### src/rtl/cpu_loader_pkg.sv
// ============================================================================
// Module   : cpu_loader_pkg
// Purpose  : Shared state encoding, memory strides and phase sequencing helper
//            for the cpu_loader host-side memory master.
// Revision : 1.0 - initial release
// ============================================================================
`default_nettype none

package cpu_loader_pkg;

    localparam int unsigned IMEM_STRIDE = 4;
    localparam int unsigned DMEM_STRIDE = 8;

    typedef enum logic [2:0] {
        IDLE      = 3'd0,
        LOAD_I    = 3'd1,
        LOAD_D    = 3'd2,
        RUN       = 3'd3,
        DUMP_REQ  = 3'd4,
        DUMP_WAIT = 3'd5,
        DUMP_OUT  = 3'd6,
        DONE      = 3'd7
    } state_e;

    // nz = {dump, run, dmem, imem} non-zero flags; phases at or before cur are skipped.
    function automatic state_e next_phase(input state_e cur, input logic [3:0] nz);
        logic [3:0] m;
        m = nz;
        case (cur)
            LOAD_I:  m[0]   = 1'b0;
            LOAD_D:  m[1:0] = 2'b00;
            RUN:     m[2:0] = 3'b000;
            default: m      = nz;
        endcase
        if (m[0])      return LOAD_I;
        else if (m[1]) return LOAD_D;
        else if (m[2]) return RUN;
        else if (m[3]) return DUMP_REQ;
        else           return DONE;
    endfunction

endpackage

`default_nettype wire

### src/rtl/cpu_loader_out_buf.sv
// ============================================================================
// Module   : loader_out_buf
// Purpose  : One-entry 64-bit holding register with valid/ready handshake
//            used to present dumped data-memory words.
// Revision : 1.0 - initial release
// ============================================================================
`default_nettype none

module loader_out_buf (
    input  logic        clk,
    input  logic        arst_n,
    input  logic        load,
    input  logic [63:0] load_data,
    input  logic        out_ready,
    output logic        out_valid,
    output logic [63:0] out_data
);

    logic        valid_q, valid_d;
    logic [63:0] data_q,  data_d;

    always_comb begin
        valid_d = valid_q;
        data_d  = data_q;
        if (valid_q && out_ready) begin
            valid_d = 1'b0;
        end
        if (load) begin
            valid_d = 1'b1;
            data_d  = load_data;
        end
    end

    always_ff @(posedge clk) begin
        if (!arst_n) begin
            valid_q <= 1'b0;
            data_q  <= '0;
        end else begin
            valid_q <= valid_d;
            data_q  <= data_d;
        end
    end

    assign out_valid = valid_q;
    assign out_data  = data_q;

endmodule

`default_nettype wire

### src/rtl/cpu_loader.sv
// ============================================================================
// Module   : cpu_loader
// Purpose  : Loads instruction/data memory images, runs the CPU for a set
//            number of cycles, then dumps a data-memory region. Optional
//            dump checksum output enabled by CPU_LOADER_CHECKSUM_EN.
// Revision : 1.0 - initial release
// ============================================================================
`default_nettype none

module cpu_loader
    import cpu_loader_pkg::*;
#(
    parameter int IMEM_CNT_W = 9,
    parameter int DMEM_CNT_W = 10,
    parameter int RUN_W      = 32
) (
    input  logic                  clk,
    input  logic                  arst_n,
    input  logic                  start,
    input  logic [IMEM_CNT_W-1:0] imem_words,
    input  logic [DMEM_CNT_W-1:0] dmem_words,
    input  logic [RUN_W-1:0]      run_cycles,
    input  logic [DMEM_CNT_W-1:0] dump_base,
    input  logic [DMEM_CNT_W-1:0] dump_words,
    input  logic                  in_valid,
    output logic                  in_ready,
    input  logic [63:0]           in_data,
    output logic                  out_valid,
    input  logic                  out_ready,
    output logic [63:0]           out_data,
    output logic                  busy,
    output logic                  done,
    output logic                  enable,
    output logic [63:0]           addr_ext,
    output logic                  wen_ext,
    output logic                  ren_ext,
    output logic [31:0]           wdata_ext,
    output logic [63:0]           addr_ext_2,
    output logic                  wen_ext_2,
    output logic                  ren_ext_2,
    output logic [63:0]           wdata_ext_2,
    input  logic [63:0]           rdata_ext_2
`ifdef CPU_LOADER_CHECKSUM_EN
    ,
    output logic [63:0]           dump_sum
`endif
);

    localparam int LD_W  = (IMEM_CNT_W > DMEM_CNT_W) ? IMEM_CNT_W : DMEM_CNT_W;
    localparam int CNT_W = (LD_W > RUN_W) ? LD_W : RUN_W;

    state_e                state_q, state_d;
    logic [IMEM_CNT_W-1:0] imem_q,  imem_d;
    logic [DMEM_CNT_W-1:0] dmem_q,  dmem_d;
    logic [RUN_W-1:0]      run_q,   run_d;
    logic [DMEM_CNT_W-1:0] base_q,  base_d;
    logic [DMEM_CNT_W-1:0] dwords_q, dwords_d;
    logic [CNT_W-1:0]      cnt_q,   cnt_d;

    logic [CNT_W-1:0]      cnt_inc;
    logic [DMEM_CNT_W-1:0] dump_idx;
    logic [3:0]            nz_in, nz_q;
    logic                  buf_load;
    logic                  out_hs;

    assign cnt_inc  = cnt_q + CNT_W'(1);
    assign dump_idx = base_q + cnt_q[DMEM_CNT_W-1:0];
    assign nz_in    = {|dump_words, |run_cycles, |dmem_words, |imem_words};
    assign nz_q     = {|dwords_q, |run_q, |dmem_q, |imem_q};
    assign out_hs   = (state_q == DUMP_OUT) && out_valid && out_ready;
    assign ren_ext  = 1'b0;

    always_comb begin
        state_d     = state_q;
        imem_d      = imem_q;
        dmem_d      = dmem_q;
        run_d       = run_q;
        base_d      = base_q;
        dwords_d    = dwords_q;
        cnt_d       = cnt_q;
        in_ready    = 1'b0;
        enable      = 1'b0;
        done        = 1'b0;
        buf_load    = 1'b0;
        busy        = (state_q != IDLE);
        wen_ext     = 1'b0;
        addr_ext    = '0;
        wdata_ext   = '0;
        wen_ext_2   = 1'b0;
        ren_ext_2   = 1'b0;
        addr_ext_2  = '0;
        wdata_ext_2 = '0;

        case (state_q)
            IDLE: begin
                if (start) begin
                    imem_d   = imem_words;
                    dmem_d   = dmem_words;
                    run_d    = run_cycles;
                    base_d   = dump_base;
                    dwords_d = dump_words;
                    cnt_d    = '0;
                    state_d  = next_phase(IDLE, nz_in);
                end
            end
            LOAD_I: begin
                in_ready = 1'b1;
                if (in_valid) begin
                    wen_ext   = 1'b1;
                    addr_ext  = 64'(cnt_q) * 64'(IMEM_STRIDE);
                    wdata_ext = in_data[31:0];
                    if (cnt_inc == CNT_W'(imem_q)) begin
                        cnt_d   = '0;
                        state_d = next_phase(LOAD_I, nz_q);
                    end else begin
                        cnt_d = cnt_inc;
                    end
                end
            end
            LOAD_D: begin
                in_ready = 1'b1;
                if (in_valid) begin
                    wen_ext_2   = 1'b1;
                    addr_ext_2  = 64'(cnt_q) * 64'(DMEM_STRIDE);
                    wdata_ext_2 = in_data;
                    if (cnt_inc == CNT_W'(dmem_q)) begin
                        cnt_d   = '0;
                        state_d = next_phase(LOAD_D, nz_q);
                    end else begin
                        cnt_d = cnt_inc;
                    end
                end
            end
            RUN: begin
                enable = 1'b1;
                if (cnt_inc == CNT_W'(run_q)) begin
                    cnt_d   = '0;
                    state_d = next_phase(RUN, nz_q);
                end else begin
                    cnt_d = cnt_inc;
                end
            end
            DUMP_REQ: begin
                ren_ext_2  = 1'b1;
                addr_ext_2 = 64'(dump_idx) * 64'(DMEM_STRIDE);
                state_d    = DUMP_WAIT;
            end
            DUMP_WAIT: begin
                // read data arrives one cycle after the request
                buf_load = 1'b1;
                state_d  = DUMP_OUT;
            end
            DUMP_OUT: begin
                if (out_hs) begin
                    if (cnt_inc == CNT_W'(dwords_q)) begin
                        cnt_d   = '0;
                        state_d = DONE;
                    end else begin
                        cnt_d   = cnt_inc;
                        state_d = DUMP_REQ;
                    end
                end
            end
            DONE: begin
                done    = 1'b1;
                state_d = IDLE;
            end
            default: state_d = IDLE;
        endcase
    end

    always_ff @(posedge clk) begin
        if (!arst_n) begin
            state_q  <= IDLE;
            imem_q   <= '0;
            dmem_q   <= '0;
            run_q    <= '0;
            base_q   <= '0;
            dwords_q <= '0;
            cnt_q    <= '0;
        end else begin
            state_q  <= state_d;
            imem_q   <= imem_d;
            dmem_q   <= dmem_d;
            run_q    <= run_d;
            base_q   <= base_d;
            dwords_q <= dwords_d;
            cnt_q    <= cnt_d;
        end
    end

    loader_out_buf u_out_buf (
        .clk       (clk),
        .arst_n    (arst_n),
        .load      (buf_load),
        .load_data (rdata_ext_2),
        .out_ready (out_ready),
        .out_valid (out_valid),
        .out_data  (out_data)
    );

`ifdef CPU_LOADER_CHECKSUM_EN
    logic [63:0] sum_q, sum_d;

    always_comb begin
        sum_d = sum_q;
        if (state_q == IDLE && start) begin
            sum_d = '0;
        end else if (out_hs) begin
            sum_d = {sum_q[62:0], sum_q[63]} ^ out_data;
        end
    end

    always_ff @(posedge clk) begin
        if (!arst_n) begin
            sum_q <= '0;
        end else begin
            sum_q <= sum_d;
        end
    end

    assign dump_sum = sum_q;
`endif

endmodule

`default_nettype wire

### config.mk
export PLATFORM = sky130hd
export DESIGN_NAME = cpu_loader
export DESIGN_NICKNAME = d
export VERILOG_FILES = /design/src/rtl/cpu_loader_pkg.sv /design/src/rtl/cpu_loader_out_buf.sv /design/src/rtl/cpu_loader.sv
export SDC_FILE = /design/constraint.sdc
export NUM_CORES = 1
export LEC_CHECK = 0
export CAP_MARGIN = 40
export CORE_AREA = 5 5 190 192
export CTS_CLUSTER_DIAMETER = 100
export DETAILED_ROUTE_END_ITERATION = 6
export DIE_AREA = 0 0 195 197
export PLACE_DENSITY_LB_ADDON = 0.25
export SYNTH_ARGS = -nofsm -noshare
export SYNTH_HDL_FRONTEND = slang
export SYNTH_SLANG_ARGS = --single-unit
### constraint.sdc
create_clock -name clk -period 6.86 [get_ports clk]
set_clock_uncertainty 0.1 [all_clocks]
set_input_delay 0.686 -clock clk [delete_from_list [all_inputs] [get_ports clk]]
set_output_delay 0.686 -clock clk [all_outputs]
set_load 0.01 [all_outputs]
==> run_results.csv <==
group,metric,value,unit
outcome,status,"completed",
setup_path,critical_path_arrival,5.28,ns
synth,most_frequently_used_cell_type_in_the_post_synthesis_netlist,"nand2_1",
power,ratio_of_total_power_to_cell_area,232,mW/mm^2
synth,syn_avg_cell_area,7.26,um^2
floorplan,floorplan.die.height,197,um
cts,cts_htree_levels,4,
synth,yosysUniqueCellTypes,67,
setup_path,required,7.10,ns
placed_design,gpl.final_weighted_congestion,0.970,
power,combinationalPowerShare,0.372,
synth,ys_top_cells_by_area,"dfxtp_1, nand2_1, and2_1, a21oi_1, xnor2_1",
synth,postSynth.topFlopCell,"dfxtp_1",
timing,fmax,199,MHz
synth,synth_enable_flop_cells,0,
synth,synth.yosys.warnings,0,
setup_path,crit_path_start_kind,"flip-flop",
synth,async_reset_ff_frac,0,
floorplan,die_width,195,um
timing,report.final.slew_viol_count,0,
global_route,wire_length_of_the_first_global_routing_pass,67600,um
cts,postCtsSetupBuffers,0,
power,internal_power,2230,uW
cts,cts_max_path_buffers,2,
detailed_routing,detailroute.via_count,11352,
setup_path,criticalPathCategory,"reg -> reg",
power,power.net_switching,1410,uW
cells_and_area,areaGrowthSynthToFinish,47.3,%
timing,post-route-period-util,0.734,
cts,post_cts.resized_instances,0,
detailed_routing,wl,46000,um
timing,slew_headroom,0.425,
cells_and_area,multiInputGateArea,0.00647,mm^2
timing,setup-violations-final,0,
placed_design,placement.io_buffers,435,
detailed_routing,drt_drc_violations_left,0,
cts,insertion_delay,0.46,ns
cts,clock_tree.root_cell,"clkbuf_16",
power,worst_ir_drop_vdd,0.188,mV
synth,synth.ff_latch_count,171,
cells_and_area,layout.area.seq,0.00342,mm^2
setup_path,timing.critical_path.to_type,"flip-flop",
cts,cts_tree,"yes",
floorplan,floorplan.rows,68,
global_route,total_global_route_track_usage,0.226,
global_route,grt_antenna_before_repair,5,
detailed_routing,drt.antenna.violating_nets,0,
synth,main_combinational_cell_family_by_area_after_synthesis,"simple AND/OR/NAND/NOR gates",
synth,post_synth_mux_area_share,0.00988,
timing,post-route-min-period,5.04,ns
detailed_routing,wl_per_cell,20.0,um
timing,worst-slew-pin-transition,0.861,ns
cts,clock_pin_transition_on_the_worst_setup_and_hold_timing_paths,0.08,ns
floorplan,design.die.area,0.0384,mm^2
synth,fraction_of_the_mapped_netlist_area_in_compound_gates,0.137,
hold_path,hold_path.class,"reg -> reg",
timing,final.setup.tns,0,ns
cts,postCtsHoldBufs,0,
cts,cts_buffers,17,
synth,yosysTopAreaCell,"dfxtp_1",
synth,syn_inst,1465,
detailed_routing,drt_pass1_iterations,5,
floorplan,core_area,0.0342,mm^2
timing,rsz0062_at_grt,"no",
floorplan,io-pin-count,501,
power,seq_power_share,0.347,
synth,post_synth_and_or_nand_nor_area_fraction,0.334,
timing,final_hold_viol_count,0,
setup_path,reg_to_reg_setup_timing_slack,1.82,ns
placed_design,post-dp-hpwl,37000,um
cts,clock_sinks,171,
detailed_routing,drt_first_iter_violations,611,
floorplan,initial_core_util,0.311,
setup_path,worst-path-max-fanout,15,
synth,yosys.area_share.xor_xnor,0.0881,
synth,synth.cells.most_frequent,"nand2_1, dfxtp_1, a21oi_1",
timing,hold_ws,0.354,ns
global_route,largest_net_degree_at_the_start_of_global_routing,72,
power,power_leakage,0.00552,uW
power,share_clk_of_total_power,0.281,
cells_and_area,layout.nets,2041,
detailed_routing,viasPerCell,4.95,
synth,synthDominantCellAreaShare,0.322,
run,max-cap-violations,0,
global_route,first_global_vias,11026,
synth,synth_area_in_adders,0.0136,
synth,synthesis.area,0.0106,mm^2
cells_and_area,fill_cells,3469,
power,netSwitchingFraction,0.387,
global_route,gr-total-overflow,0,
synth,sequential_area_share_after_synthesis,0.322,
cells_and_area,layout-drive-gt1-share,0.0392,
==> final timing paths <==
path	from	to	cells past startpoint
worst max-delay path	cnt_q[0]$_SDFFE_PN0P_	cnt_q[25]$_SDFFE_PN0P_	12
worst min register to register	u_out_buf.out_data[43]$_SDFFE_PN0P_	u_out_buf.out_data[43]$_SDFFE_PN0P_	2
worst min-delay path	u_out_buf.out_data[43]$_SDFFE_PN0P_	u_out_buf.out_data[43]$_SDFFE_PN0P_	2
worst max register to register	cnt_q[0]$_SDFFE_PN0P_	cnt_q[25]$_SDFFE_PN0P_	12
==> logic make-up (layout without fill, tap and decap cells) <==
family | count (synthesis) | in the layout
muxes | 10 | 10
xor gates and xnor gates | 107 | 107
buffers and inverters | 191 | 501
and+or+nand+nor | 723 | 723
other | 1 | 66
adders and majority gates | 11 | 11
AOI/OAI and AO/OA | 251 | 251
DFF | 171 | 171
==> layout by cell type (no fill, tap or decap), drive strengths merged, types with 6 or more instances in the layout <==
cell / count
o21bai: 6
nand4: 25
o21ai: 28
or4: 9
dfxtp: 171
a21oi: 157
nor3: 40
a211oi: 9
clkdlybuf4s50: 435
nor3b: 6
o22ai: 10
and2: 145
nor2: 76
a31oi: 6
inv: 27
clkbuf: 17
nor4: 38
conb: 65
nand3: 31
xor2: 41
nand2: 320
nand2b: 6
xnor2: 66
buf: 14
ha: 10
mux2i: 6
==> power groups by stage <==
| stage | Clock (uW) | Sequential, uW | Combinational (uW) |
|---|---|---|---|
| 6_report | 1020 | 1260 | 1350 |
| 5_1_grt | 1090 | 1280 | 1480 |
| 4_1_cts | 1050 | 1260 | 1370 |
| 3_5_place_dp | 0 | 1290 | 1360 |
| 3_3_place_gp | 0 | 1280 | 1340 |
| 2_1_floorplan | 0 | 1220 | 835 |
==> cell type report <==
cell class                 instances  area share
clock inverter                    15      0.0124
inverter                          18     0.00447
sequential                       171       0.218
multi-input combinational       1167       0.413
antenna                            1    0.000160
timing repair buffer             451       0.289
clock buffer                      17      0.0271
tap                              455      0.0363
==> routing by layer <==
layer  track usage  part of all wire  up-vias  wire [um]
met3        0.0742             0.082       68       3780
met5             0            0.0013        -         60
met4        0.0693             0.025        8       1150
met1         0.250              0.38     5282      17500
met2         0.412              0.51      477      23400
li1              -                 -     5517          -
==> worst max-delay path, stage by stage (launching register included) <==
cell and delay, ns:
dfxtp_1 0.70, ha_1 0.34, nand3_1 0.39, nor2_1 0.62
xnor2_1 0.27, xnor2_1 0.20, a211oi_1 0.23, nand4_1 0.14
nor4b_1 0.61, o21bai_1 0.43, o31ai_4 0.58, buf_8 0.23
nor2_1 0.06
==> through the flow <==
step | instances | utilization | setup WS (ns) | total power, uW | instance area (um^2)
after detailed placement | 2262 | 0.440 | 1.97 | 2650 | 15100
after CTS | 2294 | 0.458 | 1.93 | 3680 | 15700
after floorplan | 1529 | - | 3.29 | 2050 | 10900
final | 2295 | 0.458 | 1.82 | 3640 | 15700
after global routing | 2295 | 0.458 | 1.37 | 3850 | 15700
after global placement | 2256 | 0.437 | 1.70 | 2620 | 15000
==> sequential cells by signal (all words and copies together) (netlist names) <==
register / count
u_out_buf.out_data: 64
state_q: 3
cnt_q: 32
u_out_buf.out_valid: 1
base_q: 10
dwords_q: 10
run_q: 32
imem_q: 9
dmem_q: 10
Note: power is estimated with default switching activity, not from simulation.
==> variant (config.mk and constraints unchanged) <==
Encoding of `state_e`: now one-hot (8 bits for 8 states).
--- a/src/rtl/cpu_loader_pkg.sv
+++ b/src/rtl/cpu_loader_pkg.sv
@@ -11,15 +11,15 @@
     localparam int unsigned IMEM_STRIDE = 4;
     localparam int unsigned DMEM_STRIDE = 8;
 
-    typedef enum logic [2:0] {
-        IDLE      = 3'd0,
-        LOAD_I    = 3'd1,
-        LOAD_D    = 3'd2,
-        RUN       = 3'd3,
-        DUMP_REQ  = 3'd4,
-        DUMP_WAIT = 3'd5,
-        DUMP_OUT  = 3'd6,
-        DONE      = 3'd7
+    typedef enum logic [7:0] {
+        IDLE      = 8'b00000001,
+        LOAD_I    = 8'b00000010,
+        LOAD_D    = 8'b00000100,
+        RUN       = 8'b00001000,
+        DUMP_REQ  = 8'b00010000,
+        DUMP_WAIT = 8'b00100000,
+        DUMP_OUT  = 8'b01000000,
+        DONE      = 8'b10000000
     } state_e;
 
     // nz = {dump, run, dmem, imem} non-zero flags; phases at or before cur are skipped.
Behaviour: same outputs for any inputs over 4 cycles, from zero or initial values and one cycle with arst_n low; so few cycles prove little.
==> variant against the original RTL <==
Worst hold slack improved by 0.014 ns. First-iteration DRC count up 17%. Wire length increased by 9.2%. Cell area is 2.7% higher. Setup slack worse by 0.29 ns. Synthesized area increased by 4.4%. Sequential cell count rose by 5. Total power decreased by 10%. Synthesized cell count increased by 1.3%. Critical path type unchanged.
==> variant: results <==
[routing]
vias_per_cell = 5.116
first_pass_iters = 6
routedWlPerCell_um = 21.71
drt_iter0_markers = 714

[status]
status = finished, final reports clean

[synthesis]
synthAdderAreaFrac_pct = 1.306
synthFlopType = dfxtp_1
muxShareOfSynthArea_pct = 0.3829
synthTopCellsByCount = 338 x nand2_1, 176 x dfxtp_1, 141 x a21boi_0
yosys-top-cells-area = dfxtp_1 32%, nand2_1 11%, a21boi_0 9.5%
seq_area_frac_synth_pct = 31.72
synth_compound_area_share_pct = 18.12
synth_xor_area_share_pct = 6.634
ys_types = 72

[global_routing]
grt_pass1_vias = 11410
grt_usage_pct = 24.46
antenna_found_initial = 4
grt_first_pass_wirelength_um = 72640
grt_max_degree = 86

[clock_tree]
root_buffer = clkbuf_16
clk_latency_ns = 0.44

[final_layout]
antennaDiodeCount = 0
drive_gt1_share_pct = 3.827
nets = 2057
nFillCells = 3426

[power]
ir_worst_vdd_v = 0.0001495
leakagePower_nw = 5.783

[placement]
globalplace.congestion = 0.9917
dp_hpwl_um = 39660

[setup_path]
path_max_fanout = 41

[sta]
worstMarginPinSlew_ns = 0.8435
[variant: cell count changes in the layout (fill, tap and decap cells not counted), sizes merged, moves of 10 or more]
cell,before,now
a21oi,157,32
a21boi,2,141
xnor2,66,51
a31oi,6,17
xor2,41,28
nor2,76,38
and3,5,60
and2,145,84
o21ai,28,42
nor2b,4,14
nand2,320,338
inv,27,37
[variant: logic make-up after synthesis]
family,Yosys count
simple gates,723
compound gates,288
buf+inv,200
flops,176
xor+xnor,81
fa+ha+maj,11
mux,4
other cells,1
[variant: path summary, 6_finish.rpt]
kind                                              from                endpoint  slack [ns]  depth (start not counted)
worst min-delay path            u_out_buf.out_data[49]  u_out_buf.out_data[49]        0.37                          2
worst min register to register  u_out_buf.out_data[49]  u_out_buf.out_data[49]        0.37                          2
worst max-delay path                          cnt_q[0]                cnt_q[8]        1.53                         13
worst max register to register                cnt_q[0]                cnt_q[8]        1.53                         13
[variant: metrics by stage]
stage	area [um^2]	util [%]	power [mW]	cells	worst slack (ns)
floorplan	11350	-	1.813	1548	2.827
global placement	15430	45.11	2.203	2276	1.830
detailed placement	15450	45.18	2.211	2278	1.662
CTS	16100	47.08	3.282	2310	1.633
global route	16100	47.08	3.423	2310	1.323
finish	16100	47.08	3.260	2310	1.531
[variant: critical path, stage by stage, from the launching register on]
cell	delay, ns
dfxtp_1	0.68
ha_1	0.41
nand3_2	0.27
or4_1	0.80
nor4_1	0.66
xnor2_1	0.19
xnor2_1	0.16
nor4_1	0.33
nand4_1	0.26
a211oi_4	0.46
a21oi_2	0.10
buf_4	0.29
and3_1	0.24
a221o_1	0.25
[variant: layer usage]
metal / vias up / part of all wire (%) / GRT usage [%]
li1: 5661 / - / -
met1: 5509 / 40 / 29.41
met2: 587 / 47 / 41.68
met3: 57 / 10 / 8.274
met4: 4 / 2.9 / 7.267
met5: - / 0.042 / 0
[variant: cell type report]
cell class	count	area (um^2)	share of cell area, %
flip-flops and latches	176	3523	21.88
repair buffers	449	4462	27.71
inverters	26	97.59	0.6061
multi-input cells	1172	6800	42.23
clock buffers	17	425.4	2.642
well taps	455	569.3	3.536
clock inverters	15	224.0	1.391
[variant: report_power, final]
part | internal, mW | total [mW] | switching [mW] | leakage (nW)
Clock | 0.521 | 1.07 | 0.550 | 0.312
Combinational | 0.395 | 0.938 | 0.542 | 4.04
Sequential | 1.12 | 1.25 | 0.129 | 1.43
